## src/rtl/ctrl_pipe_chain.sv

```systemverilog
// ctrl_pipe_chain: control-bundle pipeline from decode (stage 0) through
// STAGES-1 registered stages. Each stage has a valid bit, a stall and a
// flush. A stage behind a stall inserts bubbles. A multi-cycle execute hold
// keeps a long-latency op in stage 1 and back-pressures decode.
//
// Build option CTRL_PIPE_MC_EN:
//   defined   -> the multi-cycle counter, mc_busy and mc_done are built.
//   undefined -> mc_d is ignored, mc_busy/mc_done are tied 0 and every
//                bundle moves as a single-cycle op.
//
// Reset is asynchronous and active-low on rst.

module ctrl_pipe_chain #(
    parameter int CTRL_W = 12,
    parameter int STAGES = 4,
    parameter int MC_LAT = 4
) (
    input  logic                           clk,
    input  logic                           rst,
    input  logic [CTRL_W-1:0]              ctrl_d,
    input  logic                           valid_d,
    input  logic                           mc_d,
    input  logic [STAGES-2:0]              stall_i,
    input  logic [STAGES-2:0]              flush_i,
    output logic [(STAGES-1)*CTRL_W-1:0]   ctrl_q,
    output logic [STAGES-2:0]              valid_q,
    output logic                           accept_d,
    output logic                           mc_busy,
    output logic                           mc_done
);

    // Number of registered stages (1..NR).
    localparam int NR = STAGES - 1;

    // hold[k] : stage k keeps its contents this edge. hold[0] is always 0 so
    // stage 1 never sees a "previous stage held" condition from decode.
    logic [NR:0]       hold;
    logic              mc_busy_int;

    // Per-stage view used to chain the stages: index 0 is decode, index k
    // is the registered content of stage k.
    logic [CTRL_W-1:0] stage_ctrl  [0:NR];
    logic              stage_valid [0:NR];

    // Decode feeds stage 1; an invalid decode slot always carries ctrl 0 so
    // it can never cause a write or a branch further down the pipe.
    assign stage_ctrl[0]  = valid_d ? ctrl_d : '0;
    assign stage_valid[0] = valid_d;

    // Effective hold: a stall on stage j also holds every stage below it,
    // and the multi-cycle op additionally holds stage 1.
    always_comb begin
        logic stall_acc;
        stall_acc = 1'b0;
        hold      = '0;
        for (int k = NR; k >= 1; k--) begin
            stall_acc = stall_acc | stall_i[k-1];
            hold[k]   = stall_acc;
        end
        hold[1] = hold[1] | mc_busy_int;
    end

    // Decode may only advance when stage 1 is free to load it.
    assign accept_d = ~hold[1];

    genvar gi;
    generate
        for (gi = 1; gi <= NR; gi++) begin : g_stage
            logic [CTRL_W-1:0] stg_ctrl_q;
            logic [CTRL_W-1:0] stg_ctrl_d;
            logic              stg_valid_q;
            logic              stg_valid_d;

            // Next contents: flush beats hold, hold beats bubble, bubble
            // beats the normal advance from the stage in front.
            always_comb begin
                stg_ctrl_d  = stg_ctrl_q;
                stg_valid_d = stg_valid_q;
                if (flush_i[gi-1]) begin
                    stg_ctrl_d  = '0;
                    stg_valid_d = 1'b0;
                end else if (hold[gi]) begin
                    stg_ctrl_d  = stg_ctrl_q;
                    stg_valid_d = stg_valid_q;
                end else if (hold[gi-1]) begin
                    stg_ctrl_d  = '0;
                    stg_valid_d = 1'b0;
                end else begin
                    stg_ctrl_d  = stage_ctrl[gi-1];
                    stg_valid_d = stage_valid[gi-1];
                end
            end

            // Stage register with asynchronous clear.
            always_ff @(posedge clk or negedge rst) begin
                if (!rst) begin
                    stg_ctrl_q  <= '0;
                    stg_valid_q <= 1'b0;
                end else begin
                    stg_ctrl_q  <= stg_ctrl_d;
                    stg_valid_q <= stg_valid_d;
                end
            end

            assign stage_ctrl[gi]                     = stg_ctrl_q;
            assign stage_valid[gi]                    = stg_valid_q;
            assign ctrl_q[(gi-1)*CTRL_W +: CTRL_W]    = stg_ctrl_q;
            assign valid_q[gi-1]                      = stg_valid_q;
        end
    endgenerate

    // Stage NR's view is only consumed through the output ports.
    logic unused_last_stage;
    assign unused_last_stage = stage_valid[NR] & (|stage_ctrl[NR]);

`ifdef CTRL_PIPE_MC_EN
    localparam int CNT_W = $clog2(MC_LAT + 1);

    logic [CNT_W-1:0] mc_cnt_q;
    logic [CNT_W-1:0] mc_cnt_d;
    logic             mc_load;
    logic             mc_dec;

    // A multi-cycle op is captured when stage 1 really takes it from decode.
    // The counter steps only when no stall reaches stage 1.
    always_comb begin
        mc_load  = valid_d & mc_d & ~hold[1] & ~flush_i[0];
        mc_dec   = (mc_cnt_q != '0) & ~(|stall_i);
        mc_cnt_d = mc_cnt_q;
        if (flush_i[0]) begin
            mc_cnt_d = '0;
        end else if (mc_dec) begin
            mc_cnt_d = mc_cnt_q - CNT_W'(1);
        end else if (mc_load) begin
            mc_cnt_d = CNT_W'(MC_LAT - 1);
        end
    end

    // Remaining hold cycles for the op sitting in stage 1.
    always_ff @(posedge clk or negedge rst) begin
        if (!rst) begin
            mc_cnt_q <= '0;
        end else begin
            mc_cnt_q <= mc_cnt_d;
        end
    end

    assign mc_busy_int = (mc_cnt_q != '0);
    assign mc_busy     = mc_busy_int;
    // With MC_LAT==1 there is no hold, so the pulse marks the load itself.
    assign mc_done     = ((mc_cnt_q == CNT_W'(1)) & mc_dec) |
                         ((MC_LAT == 1) & mc_load);
`else
    assign mc_busy_int = 1'b0;
    assign mc_busy     = 1'b0;
    assign mc_done     = 1'b0;

    // mc_d and MC_LAT have no effect without the multi-cycle hold.
    logic unused_mc_cfg;
    assign unused_mc_cfg = mc_d & (MC_LAT > 0);
`endif

endmodule

```

## config.mk

```make
export PLATFORM = sky130hd
export DESIGN_NAME = ctrl_pipe_chain
export DESIGN_NICKNAME = d
export VERILOG_FILES = /design/src/rtl/ctrl_pipe_chain.sv
export SDC_FILE = /design/constraint.sdc
export NUM_CORES = 1
export LEC_CHECK = 0
export BUFFER_PORTS_ARGS = -buffer_cell sky130_fd_sc_hd__clkbuf_2
export CAP_MARGIN = 20
export CORE_MARGIN = 2
export CORE_UTILIZATION = 50
export DETAILED_ROUTE_END_ITERATION = 8
export GPL_TIMING_DRIVEN = 0
export PLACE_DENSITY = 0.87
export SYNTH_ARGS = -nofsm -noshare
export SYNTH_HDL_FRONTEND = slang
export SYNTH_SLANG_ARGS = --single-unit
```

## constraint.sdc

```tcl
create_clock -name clk -period 1.9 [get_ports clk]
set_clock_uncertainty 0.15 [all_clocks]
set_input_delay 0.19 -clock clk [delete_from_list [all_inputs] [get_ports clk]]
set_output_delay 0.19 -clock clk [all_outputs]
set_load 0.005 [all_outputs]
```

After elaboration in Yosys (flattened, before gate mapping). Cells that the tools add are included.

Equal/unequal tests: 3. Muxes and demuxes: 17. Bitwise gates (word level): 3.

Operator list (count): $mux W12 (9); $mux W1 (8); $ne A2 B2 Y1 const B (2); $ne A2 B1 Y1 const B (1); $or A1 B1 Y1 (2); $not A1 Y1 (1).

Register bits after elaboration: 39. Input port bits: 22. Logic and storage cells: 29.

Logic depth before layout (Yosys ltp). Gate-level depths: netlist of run 1.

Depth after elaboration: 5. Gate-level depth with buffers: 4. Mapped depth without buffers: 2.

Worst setup path before layout of run 1. No wires, ideal clock.

Kind: in2reg. Start: input port stall_i[1]. End: register g_stage[2].stg_ctrl_q[0]. Arrival time: 936 ps. Path slack: 693 ps. Stages: 4. Path buffers: 2. Cell sequence: buf_6 -> o21ba_2 -> clkbuf_1 -> a22o_1.

Word-level cells in the longest chain between the ends: 5. Elaborated cells on any way between the ends: 6.

Ends and longest elaborated chain: start: declaration (RTL line 23) `input logic [STAGES-2:0] stall_i,`; $or A1 B1 Y1 (*) (RTL line 57) `stall_acc = stall_acc | stall_i[k-1];`; $or A1 B1 Y1 (RTL line 57); $mux W12 (RTL line 85) `end else if (hold[gi-1]) begin`; $mux W12 (RTL line 82) `end else if (hold[gi]) begin`; $mux W12 (RTL line 79) `if (flush_i[gi-1]) begin`; end signal: assignment (RTL line 100) `stg_ctrl_q <= stg_ctrl_d;`; end: declaration (RTL line 69) `logic [CTRL_W-1:0] stg_ctrl_q;`.

Mark *: on every way between the ends. The rest lies on a longest branch, timed or not. The select of a mux whose other input is x is not followed. A chain may end at the register's enable or synchronous reset.

Worst setup path in the final report of run 1.
Start: input port stall_i[1]. End: register g_stage[3].stg_valid_q.

Word-level cells in the longest chain between the ends: 4.

Ends and longest elaborated chain: $or A1 B1 Y1 (RTL line 57); $mux W1 (RTL line 85); $mux W1 (RTL line 82); $mux W1 (RTL line 79); end signal: assignment (RTL line 101) `stg_valid_q <= stg_valid_d;`; end: declaration (RTL line 71) `logic stg_valid_q;`.

Every way passes these cells. The select of a mux whose other input is x is not followed.

==> impl_metrics.json, run 1 <==
{
  "status": "complete, no violations",
  "seq_area_frac_synth_pct": 54.93,
  "drt-initial-drc-count": 97,
  "postRouteAntennaNets": 0,
  "track_usage_pct": 21.28,
  "core_um2": 3363,
  "worstMarginPinSlew_ns": 0.9274,
  "numPortBuffers": 59,
  "end_kind": "register",
  "syn2layout_area_growth_pct": 33.17,
  "maxSlewHeadroom_pct": 38.17,
  "rsz0062_at_grt": "no",
  "cp.required_ns": 2.05,
  "die_w_um": 63.61,
  "grt_first_pass_wirelength_mm": 6.575,
  "setup_slack_ns": 0.02687,
  "antenna_found_initial": 0,
  "cts_buffers": 5,
  "fin_crit_sh_pct": 98.59,
  "synth_cell_type_count": 19,
  "fin_crit_ns": 1.873,
  "dpl_cell_area_um2": 2133,
  "dr.pass1.iters": 4,
  "die_y_um": 63.61,
  "avgRoutedWirePerCell_um": 13.75,
  "routed_wl_mm": 3.891,
  "drive_above_1_share_pct": 37.13,
  "post-cts-setup-buffers": 0,
  "num_io_pins": 64,
  "final_max_slew_viol_count": 0,
  "start_util_pct": 52.83,
  "finalSetupTns_ns": 0,
  "drv_cap": 0,
  "drc": 0,
  "clkSinkCount": 39,
  "hp-class": "input port to register",
  "dieArea_um2": 4046,
  "vias": 1470,
  "cts-htree-levels": 2,
  "clk-insertion-delay-late_ns": 0.36,
  "whs_path_depth": 3,
  "ys_ff_latch": 39,
  "p_leak_nw": 1.145,
  "ir_drop_mv": 0.3281,
  "synthCells": 151,
  "arrival_ns": 2.03,
  "hpwl_mm": 2.820,
  "rr_worst_depth": 3,
  "grt_overflow": 0,
  "cp-start-kind": "input port",
  "fmax_mhz": 533.9,
  "stdcell_area_um2": 2366,
  "grt_max_degree": 40,
  "path_clk_slew_ns": 0.12,
  "row_count": 21,
  "power_w": 0.001410,
  "yosys_warnings": 0,
  "root_buffer": "clkbuf_4",
  "syn_area_um2": 1777,
  "worstPathMaxFanout": 9,
  "hold_violations": 0,
  "vias_per_cell": 5.194,
  "cts_tree": "yes",
  "cts_buffer_depth": 2,
  "grt_pass1_vias": 1369,
  "gp_congestion": 0.7659,
  "antennaDiodeCount": 0,
  "final_nets": 258,
  "dp_slack_ns": 0.4100,
  "avgSynthCellArea_um2": 11.77,
  "power_density_nw_per_um2": 596.1,
  "crit_type": "input port to register",
  "finalSetupViolations": 0
}
==> layout make-up <==
type                            count  area (µm²)
Buffer                             17       108.9
Clock buffer                        5       37.54
Clock inverter                      3       15.01
Fill cell                         271       997.2
Multi-Input combinational cell     96       695.7
Sequential cell                    39       975.9
Tap cell                           46       57.56
Timing Repair Buffer               77       475.5
==> state kept, by name (all words and copies together), names as in the netlist <==
name	flops
g_stage.stg_ctrl_q	36
g_stage.stg_valid_q	3
==> routing by layer <==
metal,GRT usage [%],vias to the layer above,part of all wire (%)
li1,-,702,-
met1,27.83,712,45
met2,32.37,49,47
met3,6.429,7,6.0
met4,10.05,0,1.5
met5,0,-,0
==> power by group <==
part	total (W)	internal, W	switching (W)
Clock	0.000413	0.000138	0.000275
Sequential	0.000843	0.000837	0.00000617
Combinational	0.000155	0.0000757	0.0000793
Total	0.00141	0.00105	0.000360
==> through the flow <==
| step | std cells | hold WS, ns | util, % |
|---|---|---|---|
| finish | 283 | 0.009334 | 70.35 |
| global route | 283 | 0.004657 | 70.35 |
| CTS | 283 | 0.003706 | 70.35 |
| detailed placement | 257 | 0.2235 | 63.43 |
| global placement | 257 | 0.2163 | 63.43 |
| floorplan | 152 | -0.2556 | - |
==> logic make-up after synthesis <==
| family | after synthesis | share of synthesized area, % |
|---|---|---|
| simple gates | 53 | 20.63 |
| flops | 39 | 54.93 |
| compound gates | 29 | 11.34 |
| buf+inv | 17 | 6.127 |
| mux | 12 | 6.761 |
| other cells | 1 | 0.2111 |
==> critical path, stage by stage <==
cell	delay, ns
dlygate4sd3_1	0.56
buf_6	0.15
or3b_2	0.44
a21oi_1	0.14
dlygate4sd3_1	0.55
==> what timing repair did <==
action                    4_1_cts  5_1_grt
hold endpoints to repair       56        0
resized for setup               0        0
hold buffers                   18        0
==> placed cells by master (no fill, tap or decap), types with 7 or more instances in the layout <==
master and count:
nand2_1 13, a22o_1 13, nand2b_1 12, mux2i_1 12, dfrtp_1 39, nand3b_1 12, clkbuf_2 59, or3b_2 7
dlygate4sd3_1 18, a21oi_1 14
==> synthesized netlist by cell type <==
master / n / share of area (%)
buf_4: 5 / 2.1
nor4_2: 1 / 0.70
a21oi_1: 14 / 3.9
nand2b_1: 12 / 4.2
o21ba_2: 1 / 0.56
or4b_1: 1 / 0.56
conb_1: 1 / 0.21
nand2_1: 13 / 2.7
a22o_1: 13 / 6.4
or3b_1: 6 / 3.0
mux2i_1: 12 / 6.8
nor3_4: 1 / 0.92
dfrtp_1: 39 / 55
buf_6: 3 / 1.9
clkbuf_1: 6 / 1.3
or3b_2: 7 / 3.5
o31ai_1: 1 / 0.42
nand3b_1: 12 / 5.1
buf_2: 3 / 0.84
==> final timing paths <==
| check | start | end | slack, ns |
|---|---|---|---|
| worst max-delay path | stall_i[1] | g_stage[3].stg_valid_q | 0.03 |
| worst min-delay path | flush_i[0] | g_stage[1].stg_ctrl_q[10] | 0.009 |
| worst max register to register | g_stage[2].stg_valid_q | g_stage[3].stg_valid_q | 0.17 |
| worst min register to register | g_stage[1].stg_ctrl_q[7] | g_stage[2].stg_ctrl_q[7] | 0.38 |
| max in group asynchronous | rst | g_stage[3].stg_ctrl_q[3] | 0.68 |
| min in group asynchronous | rst | g_stage[1].stg_ctrl_q[2] | 0.36 |
Note: power is estimated with default switching activity, not from simulation.
==> run 2, diff against run 1 <==
GPL_ROUTABILITY_DRIVEN = 1   (was default)
PLACE_DENSITY = default   (was 0.87)
PLACE_DENSITY_LB_ADDON = 0.1   (was default)
==> run 2 against run 1 <==
  * First-iteration DRC count decreased by 60%
  * Sequential power about the same
  * Critical endpoint is now accept_d
  * Largest power group unchanged
  * Critical path depth unchanged
  * Largest cell class unchanged
  * Critical path type is now input port to output port
==> impl_metrics.json, run 2 (synthesis results as in run 1) <==
{
  "status": "complete, no violations",
  "hold_violations": 0,
  "end_kind": "output port",
  "drv_cap": 0,
  "row_count": 21,
  "fin_crit_sh_pct": 95.38,
  "path_clk_slew_ns": 0.11,
  "gp_congestion": 0.7606,
  "grt_first_pass_wirelength_mm": 6.713,
  "dr.pass1.iters": 4,
  "final_nets": 257,
  "drive_above_1_share_pct": 37.29,
  "crit_type": "input port to output port",
  "maxSlewHeadroom_pct": 38.26,
  "arrival_ns": 1.47,
  "grtUsageMet3_pct": 5.893,
  "die_y_um": 63.61,
  "fmax_mhz": 551.8,
  "vias_per_cell": 4.950,
  "die_w_um": 63.61,
  "p_leak_nw": 1.156,
  "rsz0062_at_grt": "no",
  "ir_drop_mv": 0.7018,
  "hp-class": "input port to register",
  "holdWs_ns": 0.01117,
  "endpoint": "accept_d",
  "top_usage_layer": "met2",
  "finalSetupTns_ns": 0,
  "cp-startpoint": "stall_i[1]",
  "numPortBuffers": 59,
  "start_util_pct": 52.83,
  "cts_tree": "yes",
  "reg_top3": "g_stage.stg_ctrl_q x36, g_stage.stg_valid_q x3",
  "dieArea_um2": 4046,
  "largest_reg_flops": 36,
  "root_buffer": "clkbuf_4",
  "grt_max_degree": 40,
  "dpl_cell_area_um2": 2133,
  "cts_buffer_depth": 2,
  "cts-htree-levels": 2,
  "drc": 0,
  "r2r_slack_ns": 0.67,
  "postRouteAntennaNets": 0,
  "cp-start-kind": "input port",
  "finalSetupViolations": 0,
  "drt-initial-drc-count": 39,
  "r2r_start": "g_stage[2].stg_ctrl_q[4]",
  "worstMarginPinSlew_ns": 0.9262,
  "clkSinkCount": 39,
  "power_density_nw_per_um2": 699.5,
  "use_met1_pct": 25.89,
  "stdcell_area_um2": 2409,
  "grt_overflow": 0,
  "rr_worst_depth": 2,
  "grtUsageMet2_pct": 37.37,
  "avgRoutedWirePerCell_um": 13.65,
  "num_io_pins": 64,
  "rr_endpoint": "g_stage[3].stg_ctrl_q[4]",
  "antennaDiodeCount": 0,
  "core_um2": 3363,
  "mostFrequentLayoutCell": "clkbuf_2",
  "finish.utilization_pct": 71.61,
  "worstPathMaxFanout": 10,
  "layout_common_cells": "59 x clkbuf_2, 39 x dfrtp_1, 17 x dlygate4sd3_1",
  "routed_wl_mm": 3.848,
  "antenna_found_initial": 0,
  "hpwl_mm": 2.792,
  "syn2layout_area_growth_pct": 35.56,
  "power_w": 0.001685,
  "regMostFlops": "g_stage.stg_ctrl_q",
  "vias": 1396,
  "fin_crit_ns": 1.812,
  "track_usage_pct": 21.49,
  "cp.required_ns": 1.56,
  "clk-insertion-delay-late_ns": 0.36,
  "cts_buffers": 5,
  "final_max_slew_viol_count": 0,
  "grt_pass1_vias": 1458
}
-- run 2: cell count changes in the layout (fill, tap and decap cells not counted) --
cell	previous run	this run
a21oi_1	14	13
a21oi_2	0	1
bufinv_16	0	2
clkbuf_1	6	7
clkinv_2	3	0
dlygate4sd3_1	18	17
-- run 2: worst min-delay path by stage --
stage / slack [ns] / to / startpoint / cells after the start
after floorplan: -0.26 / g_stage[1].stg_ctrl_q[0] / rst / 0
after global placement: 0.20 / g_stage[3].stg_ctrl_q[6] / rst / 1
after detailed placement: 0.23 / g_stage[3].stg_ctrl_q[6] / rst / 1
after CTS: 0.01 / g_stage[1].stg_ctrl_q[9] / flush_i[0] / 3
after global routing: 0.03 / g_stage[2].stg_ctrl_q[1] / flush_i[1] / 3
final: 0.01 / g_stage[1].stg_ctrl_q[9] / flush_i[0] / 3
-- run 2: power by group --
group / leakage (nW) / switching [W] / internal, W / total [W]
Combinational: 0.560 / 0.0000786 / 0.0000757 / 0.000154
Sequential: 0.543 / 0.00000623 / 0.000837 / 0.000843
Clock: 0.0525 / 0.000277 / 0.000411 / 0.000688
-- run 2: critical path: stages --
cell and delay [ns]:
dlygate4sd3_1 0.55, buf_6 0.15, nor3_4 0.22, buf_6 0.22, clkbuf_2 0.13
-- run 2: cell type report --
cell class / instances / area, µm²
Clock inverter: 2 / 60.06
Fill cell: 264 / 954.7
Multi-Input combinational cell: 96 / 699.4
Tap cell: 46 / 57.56
Buffer: 17 / 108.9
Clock buffer: 6 / 41.29
Timing Repair Buffer: 76 / 465.4
Sequential cell: 39 / 975.9
-- run 2: what timing repair did --
| item | CTS | global route |
|---|---|---|
| hold buffers | 18 | 0 |
| buffers inserted | 0 | 0 |
| endpoints found under the setup margin | 0 | 1 |
| resized for setup | 0 | 1 |
| endpoints found under the hold margin | 56 | 0 |
-- run 2: layer usage --
metal,vias to the layer above,wire length (µm)
met2,44,1918
met3,6,218
met4,0,52
met5,-,0
met1,654,1659
li1,692,-
-- run 2: per-stage QoR --
step,setup slack (ns),std cells
after floorplan,0.6926,152
after global placement,0.4323,257
after detailed placement,0.4285,257
after CTS,0.04265,283
after global routing,0.03408,282
final,0.08772,282
==> run 3, diff against run 2 <==
ABC_AREA = 1   (was default)
SKIP_LAST_GASP = 1   (was default)
==> run 3 against run 2 <==
  * Worst setup slack gained 0.39 ns
  * Via count grew 9.3%
  * Highest routed layer unchanged
  * First-iteration DRC count grew 120%
  * Sequential share of layout area grew 2.5 points
  * Final cell count grew 12%
  * Non-clock buffer count grew 1
  * Largest power group unchanged
==> impl_metrics.json, run 3 <==
{
  "synthAdderAreaFrac_pct": 0,
  "synth_compound_area_share_pct": 3.872,
  "drt-initial-drc-count": 87,
  "layout_common_cells": "60 x clkbuf_2, 53 x nand2_1, 39 x nand3_1, 39 x dfrtp_1, 17 x dlygate4sd3_1",
  "regMostFlops": "g_stage.stg_ctrl_q",
  "rr_endpoint": "g_stage[1].stg_ctrl_q[7]",
  "clk-insertion-delay-late_ns": 0.35,
  "grt_overflow": 0,
  "maxSlewHeadroom_pct": 38.49,
  "postRouteAntennaNets": 0,
  "power_w": 0.001418,
  "cts_tree": "yes",
  "finalSetupTns_ns": 0,
  "arrival_ns": 1.52,
  "seq_area_frac_synth_pct": 58.08,
  "endpoint": "g_stage[1].stg_ctrl_q[10]",
  "hp-class": "input port to register",
  "track_usage_pct": 21.90,
  "core_um2": 3284,
  "synthSimpleGateAreaFrac_pct": 30.68,
  "num_io_pins": 64,
  "gp_congestion": 0.7410,
  "cp-start-kind": "input port",
  "yosys_warnings": 0,
  "numPortBuffers": 60,
  "cts_buffer_depth": 2,
  "seqCellArea_um2": 975.9,
  "worstMarginPinSlew_ns": 0.9227,
  "ir_drop_mv": 0.3895,
  "row_count": 21,
  "status": "complete, no violations",
  "ys_ff_latch": 39,
  "hpwl_mm": 2.636,
  "dr.pass1.iters": 4,
  "dieArea_um2": 3840,
  "fmax_mhz": 703.4,
  "mostFrequentLayoutCell": "clkbuf_2",
  "avgSynthCellArea_um2": 9.132,
  "synth_top_family_by_area": "simple AND/OR/NAND/NOR gates",
  "synthCells": 184,
  "drive_above_1_share_pct": 30.11,
  "end_kind": "register",
  "multi_input_area_um2": 588.1,
  "synth_edf_count": 0,
  "cts-htree-levels": 2,
  "synthTopCellsByArea": "dfrtp_1 58%, nand2_1 12%, nand3_1 12%",
  "final_max_slew_viol_count": 0,
  "power_density_nw_per_um2": 625.2,
  "rr_worst_depth": 2,
  "synth_top_area_share_pct": 58.08,
  "synth-xor-area-share_pct": 0,
  "die_y_um": 61.97,
  "largest_reg_flops": 36,
  "crit_type": "input port to register",
  "antenna_found_initial": 0,
  "fin_crit_ns": 1.422,
  "final_nets": 291,
  "cpLargestDelayFamily": "buffers and inverters",
  "rsz0062_at_grt": "no",
  "yosys.area.top_type": "dfrtp_1",
  "routed_wl_mm": 3.726,
  "worstPathCellList": "dlygate4sd3_1, clkbuf_2, nand4_1, dlygate4sd3_1, nand2_1",
  "cts_buffers": 5,
  "syn2layout_area_growth_pct": 35.00,
  "synthFlopType": "dfrtp_1",
  "vias_per_cell": 4.844,
  "reg_top3": "g_stage.stg_ctrl_q x36, g_stage.stg_valid_q x3",
  "crit_cells": 5,
  "syn_area_um2": 1680,
  "antennaDiodeCount": 0,
  "start_util_pct": 51.16,
  "die_w_um": 61.97,
  "crit_buf_inv": 3,
  "crit_slowest_cell": "dlygate4sd3_1",
  "grt_first_pass_wirelength_mm": 5.982,
  "yosys.cell_count.top_type": "nand2_1",
  "critPathMostFrequentCell": "dlygate4sd3_1",
  "clkSinkCount": 39,
  "r2r_start": "g_stage[1].stg_ctrl_q[7]",
  "finalSetupViolations": 0,
  "grt_max_degree": 40,
  "cpPeakStageDelay_ns": 0.55,
  "min_from": "flush_i[0]",
  "root_buffer": "clkbuf_4",
  "synthMuxAreaShare_pct": 0,
  "cp-startpoint": "ctrl_d[10]",
  "avgRoutedWirePerCell_um": 11.83,
  "synth_cell_type_count": 16,
  "vias": 1526,
  "path_clk_slew_ns": 0.10,
  "p_leak_nw": 1.260,
  "fillCellCount": 292,
  "cp.required_ns": 2.00,
  "grt_pass1_vias": 1333,
  "async_reset_ff_share_pct": 100.0,
  "r2r_slack_ns": 1.07,
  "drc": 0,
  "synth_commonest_cells": "53 x nand2_1, 39 x dfrtp_1, 39 x nand3_1",
  "hold_violations": 0,
  "drv_cap": 0,
  "fin_crit_sh_pct": 74.83,
  "worstPathMaxFanout": 1
}
==> run 3: cell type report <==
cell class	count	share of cell area (%)
tap	46	2.537
buffer	17	4.302
clock buffer	6	2.261
timing repair buffer	77	20.74
multi-input combinational	123	25.92
inverter	6	0.9928
clock inverter	1	0.2206
sequential	39	43.02
==> run 3: cell families after synthesis <==
family                 after synthesis
AOI/OAI and AO/OA                   13
buffers and inverters               23
other                                1
and+or+nand+nor                    108
DFF                                 39
==> run 3: through the flow <==
| step | hold WS [ns] | instance area (µm²) | setup slack, ns | std cells | utilization [%] |
|---|---|---|---|---|---|
| final | 0.02378 | 2268 | 0.4783 | 315 | 69.07 |
| after detailed placement | 0.2247 | 2042 | 0.5843 | 291 | 62.17 |
| after CTS | 0.01564 | 2268 | 0.5100 | 315 | 69.07 |
| after global routing | 0.03597 | 2268 | 0.4131 | 315 | 69.07 |
| after global placement | 0.2302 | 2042 | 0.5942 | 291 | 62.17 |
| after floorplan | -0.2556 | 1684 | 0.8663 | 185 | - |
==> run 3: what timing repair did <==
| item | in CTS | in global routing |
|---|---|---|
| gates resized for setup | 0 | 0 |
| hold buffers | 17 | 0 |
| endpoints found under the hold margin | 54 | 0 |
| setup buffers | 0 | 0 |
==> run 3: worst min-delay path, stage by stage <==
cell      delay, ns
clkbuf_2       0.09
inv_1          0.07
nand3_1        0.09
nand2_1        0.05
==> run 3: power by group <==
part,switching (W),internal [W],leakage [nW]
registers,0.00000602,0.000836,0.543
clock network,0.000255,0.000171,0.0341
logic,0.0000879,0.0000615,0.682
==> run 3: how the worst min path moves through the flow <==
| stage | to | slack, ns | depth (start not counted) |
|---|---|---|---|
| 3_3_place_gp | g_stage[3].stg_valid_q | 0.23 | 1 |
| 3_5_place_dp | g_stage[3].stg_valid_q | 0.22 | 1 |
| 6_report | g_stage[1].stg_ctrl_q[11] | 0.02 | 4 |
| 5_1_grt | g_stage[1].stg_ctrl_q[10] | 0.04 | 4 |
| 2_1_floorplan | g_stage[1].stg_ctrl_q[0] | -0.26 | 0 |
| 4_1_cts | g_stage[1].stg_ctrl_q[11] | 0.02 | 4 |
==> run 3: routing by layer <==
metal	wire length [µm]	track usage, %	up-vias
li1	-	-	782
met1	1759	29.05	681
met2	1714	34.23	53
met3	171	4.969	10
met4	80	10.03	0
met5	0	0	-
